$ cat src/rtl/uart_pkg.sv
// Shared UART definitions: FSM states, bit-timing helpers and parity.
package uart_pkg;

  typedef enum logic [2:0] {
    IDLE,
    START,
    DATA,
    PARITY,
    STOP
  } state_t;

  function automatic int cpb_of(input int hz, input int baud);
    return hz / baud;
  endfunction

  function automatic int mid_of(input int cpb);
    return (cpb - 1) / 2;
  endfunction

  function automatic logic parity_of(input logic [8:0] bits);
    return ^bits;
  endfunction

endpackage

$ cat src/rtl/uart_rx_sampler.sv
// RX line synchroniser, start-edge detect and mid-bit majority-of-3 vote.
module uart_rx_sampler
  import uart_pkg::*;
#(
  parameter int CLKS_PER_BIT = 16,
  parameter int CW           = $clog2(CLKS_PER_BIT)
) (
  input  logic          clk,
  input  logic          rst,
  input  logic          serial,
  input  logic [CW-1:0] count,
  output logic          fall,
  output logic          maj,
  output logic          strobe
);

  localparam int MID = mid_of(CLKS_PER_BIT);
  localparam logic [CW-1:0] S0 = CW'(MID - 1);
  localparam logic [CW-1:0] S1 = CW'(MID);
  localparam logic [CW-1:0] S2 = CW'(MID + 1);

  logic       s1;
  logic       s2;
  logic       prev;
  logic       armed;
  logic [1:0] settle;
  logic       a;
  logic       b;

  // armed only after a genuine high has crossed the synchroniser,
  // so a line held low out of reset never looks like a start
  always_ff @(posedge clk or posedge rst) begin
    if (rst) begin
      s1     <= 1'b1;
      s2     <= 1'b1;
      prev   <= 1'b1;
      settle <= 2'b00;
      armed  <= 1'b0;
      a      <= 1'b1;
      b      <= 1'b1;
    end else begin
      s1     <= serial;
      s2     <= s1;
      prev   <= s2;
      settle <= {settle[0], 1'b1};
      if (settle[1] && s2)
        armed <= 1'b1;
      if (count == S0)
        a <= s2;
      if (count == S1)
        b <= s2;
    end
  end

  assign fall   = armed & prev & ~s2;
  assign maj    = (a & b) | (a & s2) | (b & s2);
  assign strobe = (count == S2);

endmodule

$ cat src/rtl/uart_rx_cfg.sv
// Configurable UART receiver with valid/ready delivery and error flags.
// Optional parity slot enabled by defining UART_RX_PARITY_EN.
module uart_rx_cfg
  import uart_pkg::*;
#(
  parameter int CLK_HZ       = 12_000_000,
  parameter int UART_BAUD    = 9600,
  parameter int CLKS_PER_BIT = cpb_of(CLK_HZ, UART_BAUD),
  parameter int DATA_BITS    = 8,
  parameter int STOP_BITS    = 1,
  parameter int PARITY_ODD   = 0
) (
  input  logic                 SER_CLK,
  input  logic                 RST,
  input  logic                 RX_SERIAL,
  input  logic                 RX_READY,
  output logic                 RX_VALID,
  output logic [DATA_BITS-1:0] RX_DATA,
  output logic                 RX_FRAME_ERR,
  output logic                 RX_PARITY_ERR,
  output logic                 RX_BREAK,
  output logic                 RX_OVERRUN,
  output logic                 RX_BUSY
);

  localparam int CW = $clog2(CLKS_PER_BIT);
  localparam int BW = $clog2(DATA_BITS + 1);
  localparam logic [CW-1:0] LAST  = CW'(CLKS_PER_BIT - 1);
  localparam logic [BW-1:0] NBITS = BW'(DATA_BITS);
  localparam logic [BW-1:0] LSTOP = BW'(STOP_BITS - 1);
`ifdef UART_RX_PARITY_EN
  localparam state_t AFTER_DATA = PARITY;
`else
  localparam state_t AFTER_DATA = STOP;
`endif

  state_t               state;
  state_t               next;
  logic [CW-1:0]        count;
  logic [BW-1:0]        idx;
  logic [DATA_BITS-1:0] shreg;
  logic                 ferr_acc;
  logic                 drop;
  logic                 fall;
  logic                 maj;
  logic                 strobe;
  logic                 slot_end;
  logic                 done;
  logic                 ferr;
  logic                 perr;
  logic                 brk;

  uart_rx_sampler #(
    .CLKS_PER_BIT(CLKS_PER_BIT),
    .CW          (CW)
  ) u_smp (
    .clk   (SER_CLK),
    .rst   (RST),
    .serial(RX_SERIAL),
    .count (count),
    .fall  (fall),
    .maj   (maj),
    .strobe(strobe)
  );

  assign slot_end = (count == LAST);
  assign done     = (state == STOP) && strobe && (idx == LSTOP);
  assign ferr     = ferr_acc | ~maj;
  assign RX_BUSY  = (state != IDLE);

`ifdef UART_RX_PARITY_EN
  logic par_bit;

  always_ff @(posedge SER_CLK or posedge RST) begin
    if (RST)
      par_bit <= 1'b0;
    else if (state == PARITY && strobe)
      par_bit <= maj;
  end

  assign perr = parity_of(9'(shreg)) ^ par_bit ^ 1'(PARITY_ODD);
  assign brk  = ferr & ~(|shreg) & ~par_bit;
`else
  logic unused_cfg;
  assign unused_cfg = 1'(PARITY_ODD);
  assign perr       = 1'b0;
  assign brk        = ferr & ~(|shreg);
`endif

  always_ff @(posedge SER_CLK or posedge RST) begin
    if (RST)
      state <= IDLE;
    else
      state <= next;
  end

  always_comb begin
    next = state;
    unique case (state)
      IDLE:
        if (fall)
          next = START;
      START:
        if (strobe && maj)
          next = IDLE;
        else if (slot_end)
          next = DATA;
      DATA:
        if (slot_end && idx == NBITS)
          next = AFTER_DATA;
      PARITY:
        if (slot_end)
          next = STOP;
      STOP:
        if (done)
          next = IDLE;
      default:
        next = IDLE;
    endcase
  end

  always_ff @(posedge SER_CLK or posedge RST) begin
    if (RST) begin
      count         <= '0;
      idx           <= '0;
      shreg         <= '0;
      ferr_acc      <= 1'b0;
      drop          <= 1'b0;
      RX_VALID      <= 1'b0;
      RX_DATA       <= '0;
      RX_FRAME_ERR  <= 1'b0;
      RX_PARITY_ERR <= 1'b0;
      RX_BREAK      <= 1'b0;
      RX_OVERRUN    <= 1'b0;
    end else begin
      if (state == IDLE || next == IDLE || slot_end)
        count <= '0;
      else
        count <= count + 1'b1;

      case (state)
        IDLE: begin
          idx      <= '0;
          ferr_acc <= 1'b0;
        end
        DATA: begin
          if (strobe) begin
            shreg <= {maj, shreg[DATA_BITS-1:1]};
            idx   <= idx + 1'b1;
          end else if (slot_end && idx == NBITS) begin
            idx <= '0;
          end
        end
        STOP: begin
          if (strobe) begin
            if (!maj)
              ferr_acc <= 1'b1;
            if (idx != LSTOP)
              idx <= idx + 1'b1;
          end
        end
        default: ;
      endcase

      // a completed frame is kept only if the held word is free or leaving now
      if (done) begin
        if (!RX_VALID || RX_READY) begin
          RX_VALID      <= 1'b1;
          RX_DATA       <= shreg;
          RX_FRAME_ERR  <= ferr;
          RX_PARITY_ERR <= perr;
          RX_BREAK      <= brk;
          RX_OVERRUN    <= drop;
          drop          <= 1'b0;
        end else begin
          drop <= 1'b1;
        end
      end else if (RX_VALID && RX_READY) begin
        RX_VALID <= 1'b0;
      end
    end
  end

endmodule

$ cat config.mk
export PLATFORM = sky130hd
export DESIGN_NAME = uart_rx_cfg
export DESIGN_NICKNAME = d
export VERILOG_FILES = /design/src/rtl/uart_pkg.sv /design/src/rtl/uart_rx_sampler.sv /design/src/rtl/uart_rx_cfg.sv
export SDC_FILE = /design/constraint.sdc
export NUM_CORES = 1
export LEC_CHECK = 0
export ABC_AREA = 0
export BUFFER_PORTS_ARGS = -buffer_cell sky130_fd_sc_hd__buf_2
export CORE_MARGIN = 4
export CORE_UTILIZATION = 50
export DETAILED_ROUTE_END_ITERATION = 16
export HOLD_SLACK_MARGIN = 0.02
export PLACE_DENSITY = 0.71
export SETUP_SLACK_MARGIN = 0.02
export SLEW_MARGIN = 15
export SYNTH_ARGS = -nofsm -noshare
export SYNTH_HDL_FRONTEND = slang
export SYNTH_HIERARCHICAL = 1
export SYNTH_SLANG_ARGS = --single-unit
$ cat constraint.sdc
create_clock -name SER_CLK -period 2.2 [get_ports SER_CLK]
set_input_delay 0 -clock SER_CLK [delete_from_list [all_inputs] [get_ports SER_CLK]]
set_output_delay 0 -clock SER_CLK [all_outputs]
set_load 0.05 [all_outputs]
# [After elaboration in Yosys (flattened, before gate mapping)]
# Cells that the tools add are included.
[word_totals] regBits=48 input_bits=4 output_inout_bits=14 wordCells=90
[classes] n_reduce_logical=24 n_mux=20 n_addsub=2 bitwise_logic=12 eq_ne=14
[op_table] op="$eq A11 B10 Y1 const B" n=3
[op_table] op="$mux W3" n=6
[op_table] op="$mux W4" n=4
[op_table] op="$pmux W3 S5" n=1
[op_table] op="$pmux W4 S3" n=1
[op_table] op="$add A11 B1 Y11 const B" n=1
[op_table] op="$eq A11 B11 Y1 const B" n=1
[op_table] op="$mux W11" n=1
[op_table] op="$reduce_or A8 Y1" n=1
[op_table] op="$and A1 B1 Y1" n=6
[op_table] op="$eq A3 B2 Y1 const B" n=2
[op_table] op="$logic_and A1 B1 Y1" n=6
[op_table] op="$logic_not A3 Y1" n=2
[op_table] op="$mux W1" n=6
[op_table] op="$reduce_and A2 Y1" n=3
[op_table] op="$reduce_bool A3 Y1" n=2
[op_table] op="$add A4 B1 Y4 const B" n=1
[op_table] op="$eq A4 B4 Y1 const B" n=1
[op_table] op="$logic_not A4 Y1" n=1
[op_table] op="$ne A2 B1 Y1 const B" n=2
[op_table] op="$ne A2 B2 Y1 const B" n=2
[op_table] op="$reduce_and A4 Y1" n=1
[op_table] op="$reduce_bool A2 Y1" n=2
[op_table] op="$reduce_bool A4 Y1" n=1
[op_table] op="other kinds (9)" n=15

# [Logic depth before layout (Yosys ltp)]
[logic_depth] ltp_word=10 ltp_mapped=8 ltp_nobuf=7

# [Modules after synthesis]
# Netlist, hierarchy kept.
[modules_own_cells] module="uart_rx_cfg" seq_area_each_um2=1001.0 cells_each=171 instances=1 area_per_inst_um2=1890.6
[modules_own_cells] module="uart_rx_sampler" seq_area_each_um2=206.4 cells_each=24 instances=1 area_per_inst_um2=352.8

# [Least setup slack after synthesis]
# No wires, ideal clock.
[synth_path] path_type="register to register" start="register count[3]" end="register count[10]" path_slack_ps=-241 setup_ps=127 n_path_buf=0 required_ps=2073 path_stages_with_launch=7 arrival_time_ps=2315 period_less_slack_ps=2441 cell_sequence="dfrtp_1 > nor4b_2 > nor4b_1 > a2111oi_0 > a311o_2 > o21ai_4 > nor2_1"
[synth_between] elab_chain_cells=9 elab_cells_between_ends=17 cone_classes="add/sub (1); eq/ne (2); mux (7); reduce/logical (7)"
[synth_rtl] element="from (decl)" line_no="uart_rx_cfg.sv:39" text="logic [CW-1:0] count;"
[synth_rtl] element="from (signal assigned)" line_no="uart_rx_cfg.sv:139" text="count <= count + 1'b1;"
[synth_rtl] element="$eq A11 B10 Y1 (*)" line_no="uart_rx_sampler.sv:57" text="assign strobe = (count == S2);"
[synth_rtl] element="net strobe" line_no="uart_rx_cfg.sv:46" text="logic strobe;"
[synth_rtl] element="$logic_and A1 B1 Y1 (2 in a row)" line_no="uart_rx_cfg.sv:67" text="assign done = (state == STOP) && strobe && (idx == LSTOP);"
[synth_rtl] element="$mux W3" line_no="uart_rx_cfg.sv:115" text="if (done)"
[synth_rtl] element="$pmux W3 S5 (*)" line_no="uart_rx_cfg.sv:99" text="unique case (state)"
[synth_rtl] element="$logic_not A3 Y1 (*)" line_no="uart_rx_cfg.sv:136" text="if (state == IDLE || next == IDLE || slot_end)"
[synth_rtl] element="$logic_or A1 B1 Y1 (*) (2 in a row)" line_no="uart_rx_cfg.sv:136"
[synth_rtl] element="$mux W11 (*)" line_no="uart_rx_cfg.sv:136"
# The timed path passes the listed nets; every way through them passes the cells marked *.
# A chain may end at the register's enable or synchronous reset.

# [Final worst setup path]
[layout_path] start="register count[1]" end="register count[7]"
# Same word-level chain as after synthesis.

==> metrics.md <==
| Metric | Value |
|---|---|
| Antenna Cells | 0 |
| CP delay by family, top | compound AO/OA/AOI/OAI gates |
| Root Driver | clkbuf_8 |
| Hold violation total from the final report | 0 |
| Outcome | finished, final reports clean |
| Worst-path maximum fanout | 6 |
| Startpoint Class | flop |
| Final Hold Slack | about 40 ps |
| Cells along the critical path | nor4b_2 > nor4b_4 > buf_4 > a2111oi_2 > a311o_2 > o21ai_4 > nor2_1 |
| Clock slew at reported path FFs | 90 ps |
| Detailed Routing Iterations Pass 1 | 4 |
| Worst reg2reg path endpoint | count[7]$_DFF_PP0_ |
| Nets | 240 |
| # DRC | 0 |
| Clk buf depth | 2 |
| Netlist Area Pre-Place | 0.00224 mm^2 |
| Setup-failing EPs final | 0 |
| Req. time, crit path | between 2000 and 2500 ps |
| R2r setup slk | 150 ps |
| Vias per cell | 5.18 |
| Final Max Slew Viols | 0 |
| Mapped Nets | 203 |
| Critical Path Sink Type | flop |
| CTS Sinks | between 40 and 50 |
| Async set-reset flop share out of synthesis | 100% |
| Commonest cells post-synth | dfrtp_1 (43), nor2_1 (22), mux2_2 (20) |
| Layout area overhead | 17.3% |
| Synth Area in Compound Gates | 7.19% |
| Synth Area per Inst | 11.5 um^2 |
| Synth top area share | approximately 48% |
| Placer congestion estimate | between 0.7 and 0.8 |
| IO Pins | 18 |
| Simple-gate share of the synthesized area | 19.9% |
| RSZ-0062 raised after global routing | no |
| Hold Path Class | in2reg |
| Worst-skew pair later-pin latency | 310 ps |
| Synth Area in Adders | 2.68% |
| Initial antenna violation count | 0 |
| Power per cell area | 677 mW/mm^2 |
| Reg2reg path depth | 7 |
| Setup WS post-layout | 145 ps |
| TritonCTS clock tree | yes |
| Fmax | 487 MHz |
| Xor/xnor cell area share of the yosys netlist | ~3.5% |
| Final period util | 93.4% |
| Primary FF master, synth | dfrtp_1 |
| Worst hold path cell count | 3 |
| Share of cells above drive strength 1 | around a third |
| Hold path start | RX_READY |
| Final ANT Viol Nets | 0 |
| First-pass GRT wire length | 6260 um |
| Num CTS Buffers | 5 |
| Leak pwr | 1.22 nW |
| VDD IR max | 0.000544 V |
| Total Routing Usage GR | 14.7% |
| Layout Utilization | 60.5% |
| EDFF count, synth | 0 |
| Setup Crit Path Kind | reg2reg |
| Post-synth top area cell | dfrtp_1 |
| Highest-delay cell along the critical path | a311o_2 |
| Cell with the most instances after synthesis | dfrtp_1 |
| Max Clock Skew | 5.52 ps |
| Synth Warn # | 6 |
| Port Buf Inserts | 16 |
| Initial DRC Count | 83 |
| Cells after Synth | slightly below 200 |
| CP peak stage delay | 440 ps |
| Cell row count | 24 |
| Max-cap violations | 0 |
| Die H | 75.0 um |
| Vias in the first global route | around 1.3k |
| Mux share of post-synthesis cell area | around 10% |
| Largest net degree at the start of global routing | between 40 and 50 |
| Die ar. | 0.00562 mm^2 |
| Arr. time, crit path | ~2300 ps |
| Post-DP HPWL | 2740 um |
| Placement Setup Slack | -137 ps |
| Core box area | 0.00435 mm^2 |
| DR vias | 1475 |
| Post-synthesis register bit count | 48 |
| Die Wd | 75.0 um |
| Total grt overflow | 0 |
| CP Buf/Inv Count | 1 |
| Max H-tree Level | 2 |
| Largest family of logic cells by synthesized area | simple AND/OR/NAND/NOR gates |
| Routed len/inst | 13.5 um |
| Register area share after synthesis | a little over half |
| Starting Density | 51.5% |
| Hold path endpoint | RX_VALID$_DFFE_PP0P_ |
| Routed wire length | between 3000 and 4000 um |
| Yosys cell types | 47 |
| Worst r2r src | count[1]$_DFF_PP0_ |
| Minimum clock period | 2050 ps |
| Synth top area cells | dfrtp_1 (48%), mux2_2 (10%), dfstp_2 (5.9%) |
flip-flops by register name, indices dropped and copies added (netlist names):
signal	cells
u_smp/prev	1
state	3
u_smp/settle	2
drop	1
u_smp/armed	1
RX_BREAK	1
u_smp/b	1
ferr_acc	1
u_smp/s2	1
count	11
RX_DATA	8
RX_FRAME_ERR	1
shreg	8
RX_VALID	1
u_smp/s1	1
idx	4
u_smp/a	1
RX_OVERRUN	1
placed cells by master, fill, tap and decap left out, types with 6 or more instances in the layout:
cell type	netlist	final
nor2_1	22	22
o21ai_0	9	9
buf_2	1	16
mux2_2	20	20
buf_4	1	14
nand3_1	6	6
inv_1	11	11
dfrtp_1	43	43
nand2_1	12	10
logic make-up after synthesis:
kind of cell,after synthesis
muxes,20
AOI/OAI and AO/OA,23
DFF,48
adders and majority gates,5
and+or+nand+nor,74
xor gates and xnor gates,9
other,2
buffers and inverters,14
worst max-delay path by stage:
stage,start,to,slack [ps],cells past startpoint
2_1_floorplan,count[3]$_DFF_PP0_,count[10]$_DFF_PP0_,40,6
3_3_place_gp,count[1]$_DFF_PP0_,count[2]$_DFF_PP0_,-10,6
3_5_place_dp,count[1]$_DFF_PP0_,count[10]$_DFF_PP0_,-140,6
4_1_cts,count[1]$_DFF_PP0_,count[5]$_DFF_PP0_,40,6
5_1_grt,count[1]$_DFF_PP0_,count[10]$_DFF_PP0_,10,7
6_report,count[1]$_DFF_PP0_,count[7]$_DFF_PP0_,150,7
power breakdown:
group	internal, mW	total (mW)	switching [mW]
clock	0.225	0.529	0.304
combinational	0.113	0.281	0.168
sequential	0.925	0.971	0.0462
total	1.26	1.78	0.518
metrics by stage:
step | power, mW | instance area [um^2] | std cells | TNS (ps)
2_1_floorplan | 1.16 | 2250 | 195 | 0
3_3_place_gp | 1.25 | 2480 | 273 | -61.3
3_5_place_dp | 1.25 | 2480 | 273 | -1950
4_1_cts | 1.79 | 2610 | 284 | 0
5_1_grt | 1.87 | 2630 | 285 | 0
6_report | 1.78 | 2630 | 285 | 0
routing by layer:
layer / part of all wire [%] / up-vias / global-route usage, %
met1: 50 / 705 / 20.9
met3: 3.3 / 3 / 3.60
met5: 0 / - / 0
li1: - / 753 / -
met2: 46 / 14 / 21.9
met4: 0.67 / 0 / 5.34
area by class of cell:
class	count	area [um^2]
Fill cell	367	1720
Sequential cell	48	1210
Multi-Input combinational cell	134	1020
Timing Repair Buffer	32	205
Clock buffer	5	68.8
Tap cell	52	65.1
Inverter	11	41.3
Clock inverter	3	23.8
worst register-to-register path: cells and delay by family, from the launching register on:
kind            cells  cell delay [ps]
compound gates      3              740
buf+inv             1              180
flops               1              390
simple gates        3              620
what timing repair did:
action	4_1_cts	5_1_grt
endpoints found under the setup margin	22	12
resized for setup	3	3
endpoints found under the hold margin	49	0
hold buffers	2	0
pin swaps	1	0
buffers inserted	0	1
gates cloned	1	0
No activity file was read; power rests on OpenSTA's default activity.
